**src/rtl/uart_rx.sv**
```systemverilog
// UART receiver, 8N1, LSB first. Recovers bytes from the asynchronous RxD line,
// strobing RxD_ready on good bytes and frame_err on a low stop bit.
module uart_rx #(
    parameter int CLKS_PER_BIT = 434,
    parameter int HALF_BIT     = CLKS_PER_BIT / 2
) (
    input  logic       clk,
    input  logic       rst,
    input  logic       RxD,
    output logic [7:0] RxD_data,
    output logic       RxD_ready,
    output logic       frame_err,
    output logic       rx_busy
);

    localparam int unsigned CW = $clog2(CLKS_PER_BIT);
    localparam logic [CW-1:0] LAST_CNT = CW'(CLKS_PER_BIT - 1);
    localparam logic [CW-1:0] HALF_CNT = CW'(HALF_BIT - 1);

    typedef enum logic [2:0] {
        IDLE,
        START,
        DATA,
        STOP,
        BREAK
    } state_t;

    state_t          r_state;
    logic            r_sync1;
    logic            r_sync2;
    logic [CW-1:0]   r_cnt;
    logic [2:0]      r_idx;
    logic [7:0]      r_shift;
    logic [7:0]      r_data;
    logic            r_ready;
    logic            r_ferr;
    logic            w_rxs;

    assign w_rxs = r_sync2;

    always_ff @(posedge clk) begin
        if (rst) begin
            r_sync1 <= 1'b1;
            r_sync2 <= 1'b1;
        end else begin
            r_sync1 <= RxD;
            r_sync2 <= r_sync1;
        end
    end

    always_ff @(posedge clk) begin
        if (rst) begin
            r_state <= IDLE;
            r_cnt   <= '0;
            r_idx   <= '0;
            r_shift <= '0;
            r_data  <= '0;
            r_ready <= 1'b0;
            r_ferr  <= 1'b0;
        end else begin
            r_ready <= 1'b0;
            r_ferr  <= 1'b0;
            unique case (r_state)
                IDLE: begin
                    r_cnt <= '0;
                    if (!w_rxs) begin
                        r_state <= START;
                    end
                end
                START: begin
                    if (r_cnt == HALF_CNT) begin
                        r_cnt <= '0;
                        r_idx <= '0;
                        // A start bit that is already high again at mid-bit is a glitch.
                        r_state <= w_rxs ? IDLE : DATA;
                    end else begin
                        r_cnt <= r_cnt + 1'b1;
                    end
                end
                DATA: begin
                    if (r_cnt == LAST_CNT) begin
                        r_cnt          <= '0;
                        r_shift[r_idx] <= w_rxs;
                        r_idx          <= r_idx + 1'b1;
                        if (r_idx == 3'd7) begin
                            r_state <= STOP;
                        end
                    end else begin
                        r_cnt <= r_cnt + 1'b1;
                    end
                end
                STOP: begin
                    if (r_cnt == LAST_CNT) begin
                        r_cnt <= '0;
                        if (w_rxs) begin
                            r_data  <= r_shift;
                            r_ready <= 1'b1;
                            r_state <= IDLE;
                        end else begin
                            r_ferr  <= 1'b1;
                            r_state <= BREAK;
                        end
                    end else begin
                        r_cnt <= r_cnt + 1'b1;
                    end
                end
                BREAK: begin
                    // Held-low line must return high before a new start can be seen.
                    r_cnt <= '0;
                    if (w_rxs) begin
                        r_state <= IDLE;
                    end
                end
                default: begin
                    r_state <= IDLE;
                end
            endcase
        end
    end

    assign RxD_data  = r_data;
    assign RxD_ready = r_ready;
    assign frame_err = r_ferr;
    assign rx_busy   = (r_state != IDLE);

endmodule

```
**config.mk**
```make
export PLATFORM = sky130hd
export DESIGN_NAME = uart_rx
export DESIGN_NICKNAME = d
export VERILOG_FILES = /design/src/rtl/uart_rx.sv
export SDC_FILE = /design/constraint.sdc
export NUM_CORES = 1
export LEC_CHECK = 0
export CAP_MARGIN = 25
export CELL_PAD_IN_SITES_DETAIL_PLACEMENT = 1
export CELL_PAD_IN_SITES_GLOBAL_PLACEMENT = 2
export CORE_UTILIZATION = 36
export CTS_CLUSTER_SIZE = 40
export DETAILED_ROUTE_END_ITERATION = 6
export PLACE_DENSITY_LB_ADDON = 0.1
export SYNTH_ARGS = -nofsm -noshare
export SYNTH_HDL_FRONTEND = slang
export SYNTH_SLANG_ARGS = --single-unit
export TNS_END_PERCENT = 100
```
**constraint.sdc**
```tcl
create_clock -name clk -period 1.9 [get_ports clk]
set_input_delay 0.19 -clock clk [delete_from_list [all_inputs] [get_ports clk]]
set_output_delay 0.19 -clock clk [all_outputs]
set_load 0.02 [all_outputs]
```
==> metrics, run 1 <==
dpl cells=251; Worst Reg-to-Reg Cells=6; Max FO, Critical Path=8; setup bufs post-CTS=0; Total Wirelength=4246 um; Cell variety after synth=46; nets=215; DIE WIDTH=71.36 um; first drt pass iteration count=6; routability cong.=0.7621; synth cell count leaders=dfxtp_1 (35), nor2_1 (25), mux2i_1 (15); cts hold-fix bufs=0; clk root buf=clkbuf_8; Non-Filler Instances=260; wire per inst=16.33 um; Vias/cell=5.550; crit path kind=flop to flop; Leak Pwr=0.7679 nW; final hold viol count=0; layout cell share with drive strength beyond 1=0.1731; final slew viol count=0; flop2flop setup slack=0.12 ns; switching share of power=0.2188; register area share after synthesis=0.4046; # IOs=14; Pwr Total=1.545 mW; largest net degree at the start of global routing=15; DP Worst Slack=0.06966 ns; Pint=1.207 mW; Comb power frac=0.066; max_cap viols=0; # diodes=0; Reg clk slew, reported paths=0.07 ns; failing checks=DRC; initial antenna violation count=0; Final Critical Period=1.781 ns; Tcrit/Tclk final=0.9374; # setup viols final=0; Clock Tree Buf Depth=2; total CTS buffers=5; worst vdd ir=0.3762 mV; Post-Syn Nets=194; crit start category=flop; final worst-path setup slack=0.1189 ns; Hold Crit Class=flop to flop; All-Layer GR Usage=0.1813; Area after DPL=1952 um2; Worst Setup End Kind=flop; skew final=0.004754 ns; Synth Flop Type=dfxtp_1; Data required, critical path=2.08 ns; Yosys reg bits=35; clock latency on the worst-skew pair=0.28 ns; TritonCTS clock tree=built; Yosys top cell by area=dfxtp_1; CTS Sinks=35; fin area=2092 um2; first-pass GRT wire length=7210 um; reg2reg end=RxD_data[2]; H-tree depth=2; Sw Pwr=0.3380 mW; vias in the first global route=1516; Residual DRC=1; run status=finished, violations left; worst slew pin tran=0.4026 ns; post_cts resized=0; total global routing overflow=0; syn avg cell area=9.310 um2; Buffers on Ports=13; Hold Path Stages=1; Rel. slew slack=0.7278; Hold EP=r_sync2; most frequent cell after synthesis=dfxtp_1; HP Start=r_sync1; area share of the largest cell type after synthesis=0.4046; Mapped Cells=186; asr flop ratio synth=0; area of the core=4474 um2; clock group share of total power=0.449; dpl hpwl=2945 um; via count=1443; Post-Syn Area=1732 um2; Synth Warn #=0; top cells by area, synth=dfxtp_1 (40%), mux2i_1 (8.7%), nor2_1 (5.4%); Post-synth EDFFs=0; sequential power share=0.485; die area=5092 um2; # fillers=517; DR iter-0 viols=63; die height=71.36 um; Routed Antenna Nets=0; P&R area growth vs syn=20.81%; fmax=561.4 MHz; FF-to-FF Start=r_cnt[0]; Setup crit start=r_cnt[0]; P per Cell Area=738.4 nW/um2; Initial Util=0.3870; Placement Rows=24; critical path arrival=1.96 ns
kinds of logic (layout without fill, tap and decap cells):
family / count (synthesis) / in the layout / synth area share
and+or+nand+nor: 84 / 85 / 0.3093
DFF: 35 / 35 / 0.4046
AOI/OAI and AO/OA: 25 / 25 / 0.08887
buffers and inverters: 16 / 37 / 0.04407
muxes: 15 / 15 / 0.08670
xor gates and xnor gates: 6 / 6 / 0.03035
adders and majority gates: 5 / 5 / 0.03613
cell type report:
type / count / area (um2) / share of cell area
multi-input combinational: 136 / 974.7 / 0.4659
inverter: 5 / 18.77 / 0.008971
clock inverter: 2 / 35.03 / 0.01675
tap: 52 / 65.06 / 0.03110
sequential: 35 / 700.7 / 0.3349
clock buffer: 6 / 82.58 / 0.03947
timing repair buffer: 24 / 215.2 / 0.1029
layer usage:
metal  global-route usage  vias up  wire, um
met5                    0        -         0
met4              0.06444        0        68
met3              0.04360        8       119
met2               0.2857       18      1952
met1               0.2423      703      2106
li1                     -      714         -
sequential cells by signal (all words and copies together), names as in the netlist:
name,count
RxD_data,8
r_idx,3
r_sync2,1
frame_err,1
r_shift,8
r_sync1,1
r_state,3
r_cnt,9
RxD_ready,1
worst max path at each step:
stage / to / slack, ns / cells past startpoint
final: RxD_data[2] / 0.12 / 6
after global routing: RxD_data[6] / -0.01 / 7
after CTS: rx_busy / 0.002 / 3
after detailed placement: r_cnt[1] / 0.07 / 5
after global placement: r_cnt[1] / 0.15 / 5
after floorplan: r_cnt[3] / 0.26 / 5
critical path: stages (launching register included):
cell and delay [ns]:
dfxtp_1 0.42, ha_2 0.28, nand4bb_2 0.26, nor3_4 0.22
buf_4 0.22, mux2i_1 0.21, nor2_1 0.05
layout by cell type (no fill, tap or decap), types with 6 or more instances in the layout:
cell type	instances
a21oi_1	10
buf_4	11
clkbuf_8	6
clkdlybuf4s50_1	12
dfxtp_1	35
mux2i_1	15
nand2_1	6
nand4_1	7
nor2_1	25
nor4_1	8
power by group through the flow:
| stage | sequential (mW) | clock (mW) | combinational [mW] |
|---|---|---|---|
| 6_report | 0.749 | 0.694 | 0.102 |
| 5_1_grt | 0.750 | 0.741 | 0.111 |
| 4_1_cts | 0.749 | 0.716 | 0.0991 |
| 3_5_place_dp | 0.766 | 0 | 0.0982 |
| 3_3_place_gp | 0.765 | 0 | 0.0954 |
| 2_1_floorplan | 0.763 | 0 | 0.0633 |
through the flow:
step	TNS (ns)	util	hold slack [ns]
floorplan	0	-	0.2938
global placement	0	0.4362	0.3943
detailed placement	0	0.4362	0.3987
CTS	0	0.4625	0.4167
global route	-0.03184	0.4676	0.4311
finish	0	0.4676	0.4150
No activity file was read; power rests on OpenSTA's default activity.
==> run 2, diff against run 1 <==
--- a/config.mk
+++ b/config.mk
@@ -8,10 +8,12 @@
 export CAP_MARGIN = 25
 export CELL_PAD_IN_SITES_DETAIL_PLACEMENT = 1
 export CELL_PAD_IN_SITES_GLOBAL_PLACEMENT = 2
-export CORE_UTILIZATION = 36
+export CORE_UTILIZATION = 39
 export CTS_CLUSTER_SIZE = 40
 export DETAILED_ROUTE_END_ITERATION = 6
+export DONT_BUFFER_PORTS = 1
 export PLACE_DENSITY_LB_ADDON = 0.1
+export REMOVE_ABC_BUFFERS = 1
 export SYNTH_ARGS = -nofsm -noshare
 export SYNTH_HDL_FRONTEND = slang
 export SYNTH_SLANG_ARGS = --single-unit
==> run 2 against run 1 <==
Against the previous run:
- the flow now finishes without violations
- clock power fell by 6.5%
- cell count down 4.2%
- highest routed layer unchanged
- design area is 5.4% lower
- sequential cell count unchanged
- critical path depth down 2
- critical path type unchanged
- via count decreased by 3.8%
==> metrics, run 2 (synthesized netlist as in run 1, its figures left out) <==
area occupied by multi-input gates=954.7 um2; final slew viol count=0; total global routing overflow=0; setup TNS=0 ns; skew final=0.01030 ns; Top Family by Delay on Critical Path=simple AND/OR/NAND/NOR gates; via count=1388; Hold Crit Class=primary input to flop; sequential power share=0.506; Clock Tree Buf Depth=2; RSZ-0062 raised after global routing=no; DR iter-0 viols=73; Routed Antenna Nets=0; H-tree depth=2; clock group share of total power=0.437; max reg flops=9; Reg clk slew, reported paths=0.08 ns; final hold viol count=0; dpl hpwl=2726 um; total CTS buffers=5; Storage cell area=701.9 um2; clock latency on the worst-skew pair=0.28 ns; first-pass GRT wire length=6348 um; worst vdd ir=0.4742 mV; Final Core Density=0.4777; CTS Sinks=35; commonest non-fill, non-tap cell in the layout=dfxtp_1; Worst Reg-to-Reg Cells=4; worst-path cell chain=or3b_1 -> or3_1 -> o21ai_1 -> a21oi_1; Worst Path Buf+Inv=0; layout cell share with drive strength beyond 1=0.1809; Total Wirelength=3840 um; Residual DRC=0; Buffers on Ports=0; Biggest register=r_cnt; All-Layer GR Usage=0.1846; Max FO, Critical Path=9; # diodes=0; P&R area growth vs syn=14.31%; flop2flop setup slack=0.11 ns; Hold Path Stages=1; run status=complete, no violations; Final Critical Period=1.790 ns; switching share of power=0.2201; die area=4711 um2; worst slew pin tran=0.8364 ns; first drt pass iteration count=4; max_cap viols=0; routability cong.=0.8087; Data required, critical path=2.02 ns; clk root buf=clkbuf_8; TritonCTS clock tree=built; Tcrit/Tclk final=0.9422; P per Cell Area=750.1 nW/um2; Initial Util=0.4179; Vias/cell=5.574; most frequent cells in the layout=dfxtp_1 (34), nor2_1 (25), mux2i_1 (15); wire per inst=15.42 um; Rel. slew slack=0.4406; largest net degree at the start of global routing=25; nets=207; area of the core=4144 um2; Worst Setup End Kind=flop; Sw Pwr=0.3268 mW; Comb power frac=0.057; Crit path depth=4; Pint=1.158 mW; die height=68.64 um; vias in the first global route=1335; # setup viols final=0; Leak Pwr=0.7204 nW; critical path arrival=1.91 ns; slowest CP cell=or3b_1; # fillers=494; # IOs=14; initial antenna violation count=0; DIE WIDTH=68.64 um; max incr delay on CP=0.54 ns; crit start category=flop; fmax=558.6 MHz; Placement Rows=23; crit path kind=flop to flop
run 2: through the flow:
step	hold WS [ns]	worst slack, ns	power, mW	area [um2]	cells
floorplan	0.2591	0.1523	0.8160	1674	175
global placement	0.2655	0.1261	0.8383	1827	237
detailed placement	0.2672	0.06214	0.8416	1827	237
CTS	0.003248	0.004898	1.502	1943	245
global route	0.009039	0.006056	1.559	1979	249
finish	0.02148	0.1099	1.485	1979	249
run 2: worst register-to-register path, stage by stage (launching register included):
cell,delay (ns)
dfxtp_1,0.40
or3b_1,0.54
or3_1,0.44
o21ai_1,0.18
a21oi_1,0.07
run 2: area by class of cell:
| cell class | count | share of cell area |
|---|---|---|
| Multi-Input combinational cell | 135 | 0.4823 |
| Inverter | 5 | 0.009482 |
| Tap cell | 50 | 0.03161 |
| Sequential cell | 35 | 0.3546 |
| Timing Repair Buffer | 17 | 0.06827 |
| Clock inverter | 2 | 0.01896 |
| Clock buffer | 5 | 0.03477 |
run 2: per-layer routing:
| metal | vias to the layer above | GRT usage | part of all wire |
|---|---|---|---|
| met4 | 0 | 0.04688 | 0.0047 |
| met5 | - | 0 | 0 |
| met1 | 674 | 0.2520 | 0.50 |
| met3 | 2 | 0.04770 | 0.031 |
| li1 | 694 | - | - |
| met2 | 18 | 0.2868 | 0.46 |
run 2: path summary, 6_finish.rpt:
| path | from | end |
|---|---|---|
| max | r_state[0] | r_shift[1] |
| min | rst | r_sync2 |
| max reg2reg | r_state[0] | r_shift[1] |
| min reg2reg | r_sync1 | r_sync2 |
run 2: what timing repair did:
item,in CTS,in global routing
endpoints found under the hold margin,24,1
hold buffers,1,2
resized for setup,0,1
setup buffers,0,2
setup endpoints to repair,0,9
run 2: power by group through the flow:
stage | clock (mW) | combinational [mW] | sequential (mW)
after floorplan | 0 | 0.0461 | 0.770
after global placement | 0 | 0.0716 | 0.767
after detailed placement | 0 | 0.0738 | 0.768
after CTS | 0.668 | 0.0829 | 0.750
after global routing | 0.712 | 0.0946 | 0.753
final | 0.649 | 0.0852 | 0.751
